## config.mk

```make
export PLATFORM = sky130hd
export DESIGN_NAME = trap_sequencer
export DESIGN_NICKNAME = d
export VERILOG_FILES = /design/src/rtl/trap_sequencer_pkg.sv /design/src/rtl/trap_sequencer_checker.sv /design/src/rtl/trap_sequencer.sv
export SDC_FILE = /design/constraint.sdc
export NUM_CORES = 1
export LEC_CHECK = 0
export BUFFER_PORTS_ARGS = -buffer_cell sky130_fd_sc_hd__buf_4
export CORE_UTILIZATION = 39
export CTS_BUF_LIST = sky130_fd_sc_hd__clkbuf_16
export DETAILED_ROUTE_END_ITERATION = 12
export HOLD_SLACK_MARGIN = 0.08
export PLACE_DENSITY = 0.76
export SLEW_MARGIN = 5
export SYNTH_ARGS = -nofsm -noshare
export SYNTH_HDL_FRONTEND = slang
export SYNTH_HIERARCHICAL = 1
export SYNTH_SLANG_ARGS = --single-unit
```

## constraint.sdc

```tcl
create_clock -name clk -period 1.9 [get_ports clk]
set_clock_uncertainty 0.1 [all_clocks]
set_input_delay 0.095 -clock clk [delete_from_list [all_inputs] [get_ports clk]]
set_output_delay 0.095 -clock clk [all_outputs]
set_load 0.01 [all_outputs]
```

## src/rtl/trap_sequencer_pkg.sv

```systemverilog
// Shared definitions for the machine-mode trap sequencer and the CSR file.
// Contents: the sequencer state encoding, privilege level codes, mstatus
// field positions, the mtvec vectored-mode code and the mstatus update
// functions for trap entry and MRET. The functions work on mstatus[12:0],
// which holds every field they touch.
package trap_sequencer_pkg;

    typedef enum logic [1:0] {
        ST_IDLE     = 2'd0,
        ST_FLUSH    = 2'd1,
        ST_CSR      = 2'd2,
        ST_REDIRECT = 2'd3
    } trap_state_t;

    localparam logic [1:0] PRIV_M = 2'b11;
    localparam logic [1:0] PRIV_U = 2'b00;

    localparam int MIE_BIT  = 3;
    localparam int MPIE_BIT = 7;
    localparam int MPP_LO   = 11;

    localparam logic [1:0] MTVEC_VECTORED = 2'b01;

    // Trap entry: MPIE <- MIE, MIE <- 0, MPP <- privilege at the trap.
    function automatic logic [12:0] mstatus_trap_lo(input logic [12:0] st,
                                                    input logic [1:0]  prv);
        logic [12:0] r;
        r                 = st;
        r[MPIE_BIT]       = st[MIE_BIT];
        r[MIE_BIT]        = 1'b0;
        r[MPP_LO+1:MPP_LO] = prv;
        return r;
    endfunction

    // MRET: MIE <- MPIE, MPIE <- 1, MPP <- U.
    function automatic logic [12:0] mstatus_mret_lo(input logic [12:0] st);
        logic [12:0] r;
        r                 = st;
        r[MIE_BIT]        = st[MPIE_BIT];
        r[MPIE_BIT]       = 1'b1;
        r[MPP_LO+1:MPP_LO] = PRIV_U;
        return r;
    endfunction

endpackage

```

## src/rtl/trap_sequencer_checker.sv

```systemverilog
// Simulation-only protocol checker for trap_sequencer.
// Flags any trap or MRET request raised while the sequencer is busy; such
// requests are dropped by the sequencer, so commit must never issue them.
// Ports: clk, reset, busy, trap_req, mret_req (all inputs).
module trap_sequencer_checker (
    input logic clk,
    input logic reset,
    input logic busy,
    input logic trap_req,
    input logic mret_req
);

    // Sample the request lines every cycle the sequencer is occupied.
    always @(posedge clk) begin
        if (!reset && busy) begin
            assert (!(trap_req || mret_req))
                else $error("trap_sequencer: request raised while busy is dropped");
        end
    end

endmodule

```

## src/rtl/trap_sequencer.sv

```systemverilog
// Machine-mode trap entry / MRET return sequencer.
// On a committing exception/ECALL/EBREAK (trap_req) or legal MRET (mret_req)
// sampled in IDLE it latches the context, then runs:
//   FLUSH (flush=1 for FLUSH_CYCLES cycles) -> CSR (one-cycle csr_we strobe)
//   -> REDIRECT (redirect_valid held until redirect_ready).
// busy is high whenever not IDLE so commit stalls.
// Inputs : clk, reset (sync, active high), trap_req, mret_req, trap_pc,
//          trap_cause, mtvec, mepc, mstatus, redirect_ready.
// Outputs: busy, flush, csr_we, csr_we_trap, mepc_wdata, mcause_wdata,
//          mstatus_wdata, priv, redirect_valid, redirect_pc.
// Build option: define TRAP_VECTORED_EN to honour mtvec vectored mode for
// interrupts; without it every trap jumps to the mtvec base.
module trap_sequencer
    import trap_sequencer_pkg::*;
#(
    parameter int FLUSH_CYCLES = 2,
    parameter int XLEN         = 32
) (
    input  logic            clk,
    input  logic            reset,
    input  logic            trap_req,
    input  logic            mret_req,
    input  logic [XLEN-1:0] trap_pc,
    input  logic [7:0]      trap_cause,
    input  logic [XLEN-1:0] mtvec,
    input  logic [XLEN-1:0] mepc,
    input  logic [XLEN-1:0] mstatus,
    input  logic            redirect_ready,
    output logic            busy,
    output logic            flush,
    output logic            csr_we,
    output logic [XLEN-1:0] mepc_wdata,
    output logic [7:0]      mcause_wdata,
    output logic [XLEN-1:0] mstatus_wdata,
    output logic            csr_we_trap,
    output logic [1:0]      priv,
    output logic            redirect_valid,
    output logic [XLEN-1:0] redirect_pc
);

    localparam int CNT_W = (FLUSH_CYCLES > 1) ? $clog2(FLUSH_CYCLES) : 1;
    localparam logic [CNT_W-1:0] CNT_LOAD = CNT_W'(FLUSH_CYCLES - 1);

    trap_state_t       state_r;
    trap_state_t       next_state_s;
    logic [CNT_W-1:0]  flush_cnt_r;
    logic              is_trap_r;
    logic [XLEN-1:0]   pc_lat_r;
    logic [7:0]        cause_lat_r;
    logic [1:0]        priv_lat_r;
    logic [1:0]        priv_r;
    logic [XLEN-1:0]   trap_target_s;
    logic              req_s;
    logic              unused_s;

    assign req_s = trap_req || mret_req;
    assign priv  = priv_r;
    assign unused_s = ^{pc_lat_r[1:0], mepc[1:0], mtvec[1:0]};

    // Trap target: mtvec base, or base + 4*cause for vectored interrupts.
`ifdef TRAP_VECTORED_EN
    always_comb begin
        if ((mtvec[1:0] == MTVEC_VECTORED) && cause_lat_r[7]) begin
            trap_target_s = {mtvec[XLEN-1:2], 2'b00}
                          + {{(XLEN-9){1'b0}}, cause_lat_r[6:0], 2'b00};
        end else begin
            trap_target_s = {mtvec[XLEN-1:2], 2'b00};
        end
    end
`else
    always_comb begin
        trap_target_s = {mtvec[XLEN-1:2], 2'b00};
    end
`endif

    // State register.
    always_ff @(posedge clk) begin
        if (reset) begin
            state_r <= ST_IDLE;
        end else begin
            state_r <= next_state_s;
        end
    end

    // Next-state logic.
    always_comb begin
        next_state_s = state_r;
        case (state_r)
            ST_IDLE:     next_state_s = req_s ? ST_FLUSH : ST_IDLE;
            ST_FLUSH:    next_state_s = (flush_cnt_r == {CNT_W{1'b0}}) ? ST_CSR : ST_FLUSH;
            ST_CSR:      next_state_s = ST_REDIRECT;
            ST_REDIRECT: next_state_s = redirect_ready ? ST_IDLE : ST_REDIRECT;
            default:     next_state_s = ST_IDLE;
        endcase
    end

    // Strobe outputs, decoded from state only.
    always_comb begin
        busy           = (state_r != ST_IDLE);
        flush          = (state_r == ST_FLUSH);
        csr_we         = (state_r == ST_CSR);
        csr_we_trap    = (state_r == ST_CSR) && is_trap_r;
        redirect_valid = (state_r == ST_REDIRECT);
    end

    // Context latch, flush counter, CSR write data, privilege and redirect target.
    // CSR data is registered on the last flush cycle so it is stable under csr_we;
    // the redirect target is registered on the CSR cycle and held in REDIRECT.
    always_ff @(posedge clk) begin
        if (reset) begin
            flush_cnt_r   <= {CNT_W{1'b0}};
            is_trap_r     <= 1'b0;
            pc_lat_r      <= {XLEN{1'b0}};
            cause_lat_r   <= 8'h00;
            priv_lat_r    <= PRIV_M;
            priv_r        <= PRIV_M;
            mepc_wdata    <= {XLEN{1'b0}};
            mcause_wdata  <= 8'h00;
            mstatus_wdata <= {XLEN{1'b0}};
            redirect_pc   <= {XLEN{1'b0}};
        end else begin
            case (state_r)
                ST_IDLE: begin
                    if (req_s) begin
                        is_trap_r   <= trap_req;
                        pc_lat_r    <= trap_pc;
                        cause_lat_r <= trap_cause;
                        priv_lat_r  <= priv_r;
                        flush_cnt_r <= CNT_LOAD;
                    end
                end
                ST_FLUSH: begin
                    if (flush_cnt_r != {CNT_W{1'b0}}) begin
                        flush_cnt_r <= flush_cnt_r - CNT_W'(1);
                    end else if (is_trap_r) begin
                        mepc_wdata    <= {pc_lat_r[XLEN-1:2], 2'b00};
                        mcause_wdata  <= cause_lat_r;
                        mstatus_wdata <= {mstatus[XLEN-1:13],
                                          mstatus_trap_lo(mstatus[12:0], priv_lat_r)};
                    end else begin
                        mepc_wdata    <= {XLEN{1'b0}};
                        mcause_wdata  <= 8'h00;
                        mstatus_wdata <= {mstatus[XLEN-1:13],
                                          mstatus_mret_lo(mstatus[12:0])};
                    end
                end
                ST_CSR: begin
                    if (is_trap_r) begin
                        priv_r      <= PRIV_M;
                        redirect_pc <= trap_target_s;
                    end else begin
                        priv_r      <= mstatus[MPP_LO+1:MPP_LO];
                        redirect_pc <= {mepc[XLEN-1:2], 2'b00};
                    end
                end
                ST_REDIRECT: begin
                    flush_cnt_r <= flush_cnt_r;
                end
                default: begin
                    flush_cnt_r <= {CNT_W{1'b0}};
                end
            endcase
        end
    end

    trap_sequencer_checker u_checker (
        .clk      (clk),
        .reset    (reset),
        .busy     (busy),
        .trap_req (trap_req),
        .mret_req (mret_req)
    );

endmodule

```

======== Word-level counts from Yosys, hierarchy flattened ========
Index checks and enable logic that the tools add are counted.
Widths: inputs -> output; s select.
operators by class
  $add $sub $neg .......................... 1
  equality and inequality tests ........... 4
  muxes and demuxes ....................... 12
  bitwise operators ....................... 1
  reduce and logical (&&, ||, !) cells .... 8
operator list
  kind                 count
  $mux 32              2
  $mux 13              1
  $mux 8               1
  $pmux 2 s4           1
  $mux 2               3
  $reduce_and 2->1     3
  $eq 2x2->1 const B   2
  $reduce_bool 2->1    2
  $mux 1               3
  $eq 2x1->1 const B   1
  $logic_not 2->1      1
  $ne 2x2->1 const B   1
  $pmux 1 s2           1
  $logic_and 1x1->1    1
  $logic_or 1x1->1     1
  $not 1->1            1
  $sub 1x1->1 const B  1
storage, ports and cells
  register bits ........................... 152
  bits of input ports ..................... 141
  output and inout port bits .............. 111
  word-level logic and storage cells ...... 37

======== Depth between registers and ports, before layout ========
  depth after elaboration ................. 3
  gate-level depth with buffers ........... 6
  depth with buffers taken out ............ 4

======== Worst setup path after synthesis ========
Ideal clock, no wire load.
  path type ............................... reg-to-reg
  start ................................... reg state_r[0]
  end ..................................... reg mstatus_wdata[7]
  setup time .............................. 0.130 ns
  arrival ................................. 1.215 ns
  data required time ...................... 1.670 ns
  setup slack ............................. 0.455 ns
  cell stages (with the launch flop) ...... 6
  path buffers ............................ 2
  period minus slack after synthesis ...... 1.445 ns
  cell sequence ........................... dfxtp_1 or3b_1 buf_2 buf_4 nor3b_2 nor3_1
on the way
  word-level cells in the longest chain between the ends .. 2
RTL lines
  element                            line                   RTL
  start: declaration                 trap_sequencer.sv:44   trap_state_t state_r;
  start signal: assignment           trap_sequencer.sv:81   state_r <= next_state_s;
  $eq 2x1->1                         trap_sequencer.sv:122  case (state_r)
  $reduce_and 2->1 (no source line)  --
  end signal: assignment             trap_sequencer.sv:119  mstatus_wdata <= {XLEN{1'b0}};
  end signal: assignment             trap_sequencer.sv:138  mstatus_wdata <= {mstatus[XLEN-1:13],
  end signal: assignment             trap_sequencer.sv:143  mstatus_wdata <= {mstatus[XLEN-1:13],
  end: declaration                   trap_sequencer.sv:34   output logic [XLEN-1:0] mstatus_wdata,
Every way passes these cells.
A chain may end at the register's enable or synchronous reset.

======== Final worst setup path ========
  start ................................... reg is_trap_r
  end ..................................... reg redirect_pc[15]
on the way
  word-level cells in the longest chain between the ends .. 1
RTL lines
  element                   line                   RTL
  start: declaration        trap_sequencer.sv:47   logic is_trap_r;
  start signal: assignment  trap_sequencer.sv:125  is_trap_r <= trap_req;
  $mux 32                   trap_sequencer.sv:148  if (is_trap_r) begin
  end signal: assignment    trap_sequencer.sv:120  redirect_pc <= {XLEN{1'b0}};
  end signal: assignment    trap_sequencer.sv:150  redirect_pc <= trap_target_s;
  end signal: assignment    trap_sequencer.sv:153  redirect_pc <= {mepc[XLEN-1:2], 2'b00};
  end: declaration          trap_sequencer.sv:38   output logic [XLEN-1:0] redirect_pc
Every way passes these cells.

==> results by group <==
Status
  • Status: finished, final reports clean

Synthesis
  • Yosys warns: 6
  • Post-synthesis register bit count: 146
  • Prevailing post-synth register cell: dfxtp_1
  • Post-synthesis mux area share: 0.0540
  • Post-synth top area share: 0.525
  • Top cells by area, synth: dfxtp_1 (53%), a21oi_1 (10%), nand3_1 (7.0%)
  • Sequential-to-total area share from yosys stat: 0.525
  • Post-Syn Instances: 662
  • Synth Area in Simple Gates: 0.181
  • Synth Area in Adders: 0
  • Post-synth EDFFs: 0
  • Largest family of logic cells by synthesized area: compound AO/OA/AOI/OAI gates
  • XOR/XNOR Fraction of Synth Area: 0
  • Syn avg cell area: 8.40 um^2
  • Synth Area in Compound Gates: 0.183
  • Async set or reset register ratio after synthesis: 0
  • Leading area contributor after synthesis: dfxtp_1
  • Post-Syn Area: 5560 um^2
  • Post-synthesis cell type count: 30

Finish
  • Share of cells above drive strength 1: 0.290
  • # nets final: 1151
  • Layout fillers: 1031
  • Final non-filler cell total: 1205
  • Multi-input gate area: 2360 um^2
  • Layout area overhead: 71.1%
  • Register area: 2930 um^2

Power
  • Net switching fraction of the power: 0.278
  • Int Power: 0.00658 W
  • LEAKAGE: 3.97 nW
  • Worst VDD drop: 0.660 mV
  • Cell Pwr Density: 957 nW/um^2
  • Reg power frac: 0.387
  • Combinational power share: 0.237
  • Switch Pwr: 0.00254 W
  • Clock power frac: 0.376

Detailed routing
  • DRC: 0
  • Total Wirelength: 19500 um
  • Routed metal-1 wirelength: 7600 um
  • Starting DRT DRC Count: 404
  • Routed met2 length: 10100 um
  • Post-DRT Antenna Nets: 0
  • First-pass DRT Iterations: 5
  • Routed vias: 6208
  • Routed WL per cell: 16.2 um
  • Met3 routed WL: 1170 um
  • Max Used Layer: met4
  • Vias per cell: 5.15

Worst hold path
  • Min-Delay Path Class: input pin to flip-flop
  • HP Start: mret_req
  • Hold depth: 4
  • Hold endpoint: priv_lat_r[0]

Setup path
  • Crit path DAT: 2.05 ns
  • Crit start category: flip-flop
  • R2r setup slk: 0.06 ns
  • Worst Setup SP: is_trap_r
  • CP cell instances: buf_12, mux2i_1, dlygate4sd3_1, a211oi_1
  • Crit path required time: 2.11 ns
  • Largest stage delay, worst path: 0.58 ns
  • Worst Setup End Kind: flip-flop
  • RR Endpoint: redirect_pc[15]
  • CP Max Fanout: 33
  • FF-to-FF path depth: 4
  • CP Class: flip-flop to flip-flop
  • Worst r2r src: is_trap_r
  • Slowest CP cell: dlygate4sd3_1

Floorplanning
  • Die area: 14700 um^2
  • Initial core utilization: 0.401
  • Die width: 121 um
  • Core area: 13900 um^2
  • Die Y: 121 um
  • IO Pins: 252
  • FP Rows: 43

Timing
  • Pin slew with the least headroom to its limit: 0.555 ns
  • Unrepaired setup endpoints after global routing: no
  • Min Hold Slack: 0.131 ns
  • Max Transition Viols Final: 0
  • Max transition margin: 0.630
  • Final setup vio count: 0
  • Final hold viol count: 0
  • Post-route setup TNS: 0 ns
  • Tmin final: 1.84 ns
  • Peak Freq: 0.543 GHz
  • Tcrit/Tclk final: 0.970

Global routing
  • Total GRT Usage: 0.265
  • Grt total ovfl: 0
  • First-pass GRT wire length: 30000 um
  • Largest net degree at the start of global routing: 54
  • Vias in the first global route: 6057
  • Initial antenna violation count: 2

Clocking
  • Reg clk slew, reported paths: 0.06 ns
  • TritonCTS Sinks: 146
  • Skew-Pair Late Insertion Delay: 0.42 ns
  • H-Tree Depth: 4
  • TritonCTS clock tree: yes
  • Post CTS Setup Buffer Count: 0
  • Clock Tree Buf Depth: 2
  • Num CTS Buffers: 17
  • Clk root buf: clkbuf_16

Placed design
  • IO buf count: 241
  • DPL Wire Length: 10600 um
  • Gpl congestion: 0.841
  • Dpl cells: 1037

Job
  • Max_cap viols: 0
[synthesized netlist by cell type, types with 3 or more instances]
master and n:
clkbuf_1 36, nand3_1 78, buf_1 3, nor3_1 3
buf_4 5, nand2_1 100, o21ai_0 38, dfxtp_1 146
mux2i_1 30, nor2_1 35, buf_2 24, a211oi_1 30
a21oi_1 112
[layout make-up]
type                            instances  share of cell area
Tap cell                              180              0.0237
Inverter                                2             0.00105
Multi-Input combinational cell        449               0.247
Antenna cell                            2            0.000526
Sequential cell                       146               0.308
Clock inverter                         15              0.0181
Clock buffer                           17              0.0447
Timing Repair Buffer                  394               0.357
[power by group through the flow]
stage	sequential, W	clock (W)	combinational (W)
after floorplan	0.00362	0	0.000931
after global placement	0.00356	0	0.00180
after detailed placement	0.00357	0	0.00182
after CTS	0.00351	0.00347	0.00210
after global routing	0.00355	0.00361	0.00233
final	0.00353	0.00343	0.00216
[critical path, delay by kind of cell, from the launching register on]
family	cells	cell delay [ns]
AO/OA/AOI/OAI	1	0.34
multiplexers	1	0.11
buffers and inverters	2	0.79
flip-flops	1	0.37
[timing repair]
action	in CTS	in global routing
hold buffers	134	0
hold endpoints to repair	110	0
endpoints found under the setup margin	1	1
gates resized for setup	2	3
[placed cells by master, fill, tap and decap left out, types with 17 or more instances in the layout]
master | Yosys | layout
dlygate4sd3_1 | 0 | 134
o21ai_0 | 38 | 38
nand3_1 | 78 | 78
a211oi_1 | 30 | 30
a21oi_1 | 112 | 112
clkbuf_16 | 0 | 17
dfxtp_1 | 146 | 143
buf_4 | 5 | 251
mux2i_1 | 30 | 30
nand2_1 | 100 | 100
nor2_1 | 35 | 34
[through the flow]
step	power, W	setup slack [ns]	instance area, um^2	util
floorplan	0.00455	0.455	5580	-
global placement	0.00536	0.240	7560	0.545
detailed placement	0.00539	0.206	7560	0.545
CTS	0.00908	0.0529	9510	0.685
global route	0.00949	0.00475	9520	0.686
finish	0.00911	0.0576	9520	0.686
[kinds of logic after synthesis]
logic type,count (synthesis)
mux,30
other cells,1
flops,146
buf+inv,70
simple gates,229
compound gates,186
[per-layer routing]
| metal | vias to the layer above | global-route usage |
|---|---|---|
| met3 | 55 | 0.0672 |
| met5 | - | 0 |
| met1 | 2911 | 0.294 |
| met2 | 259 | 0.468 |
| li1 | 2983 | - |
| met4 | 0 | 0.127 |
[state kept, by name, summed over array words and instances (netlist names)]
signal         count
pc_lat_r          30
mcause_wdata       8
cause_lat_r        8
state_r            2
mstatus_wdata     32
priv_lat_r         2
mepc_wdata        30
flush_cnt_r        1
redirect_pc       30
priv               2
is_trap_r          1
[how the worst max path moves through the flow]
| stage | endpoint | depth (start not counted) |
|---|---|---|
| global route | csr_we_trap | 5 |
| global placement | mstatus_wdata[7] | 4 |
| detailed placement | mstatus_wdata[7] | 4 |
| floorplan | mstatus_wdata[7] | 5 |
| finish | redirect_pc[15] | 4 |
| CTS | csr_we_trap | 5 |
(Power assumes the default switching activity.)
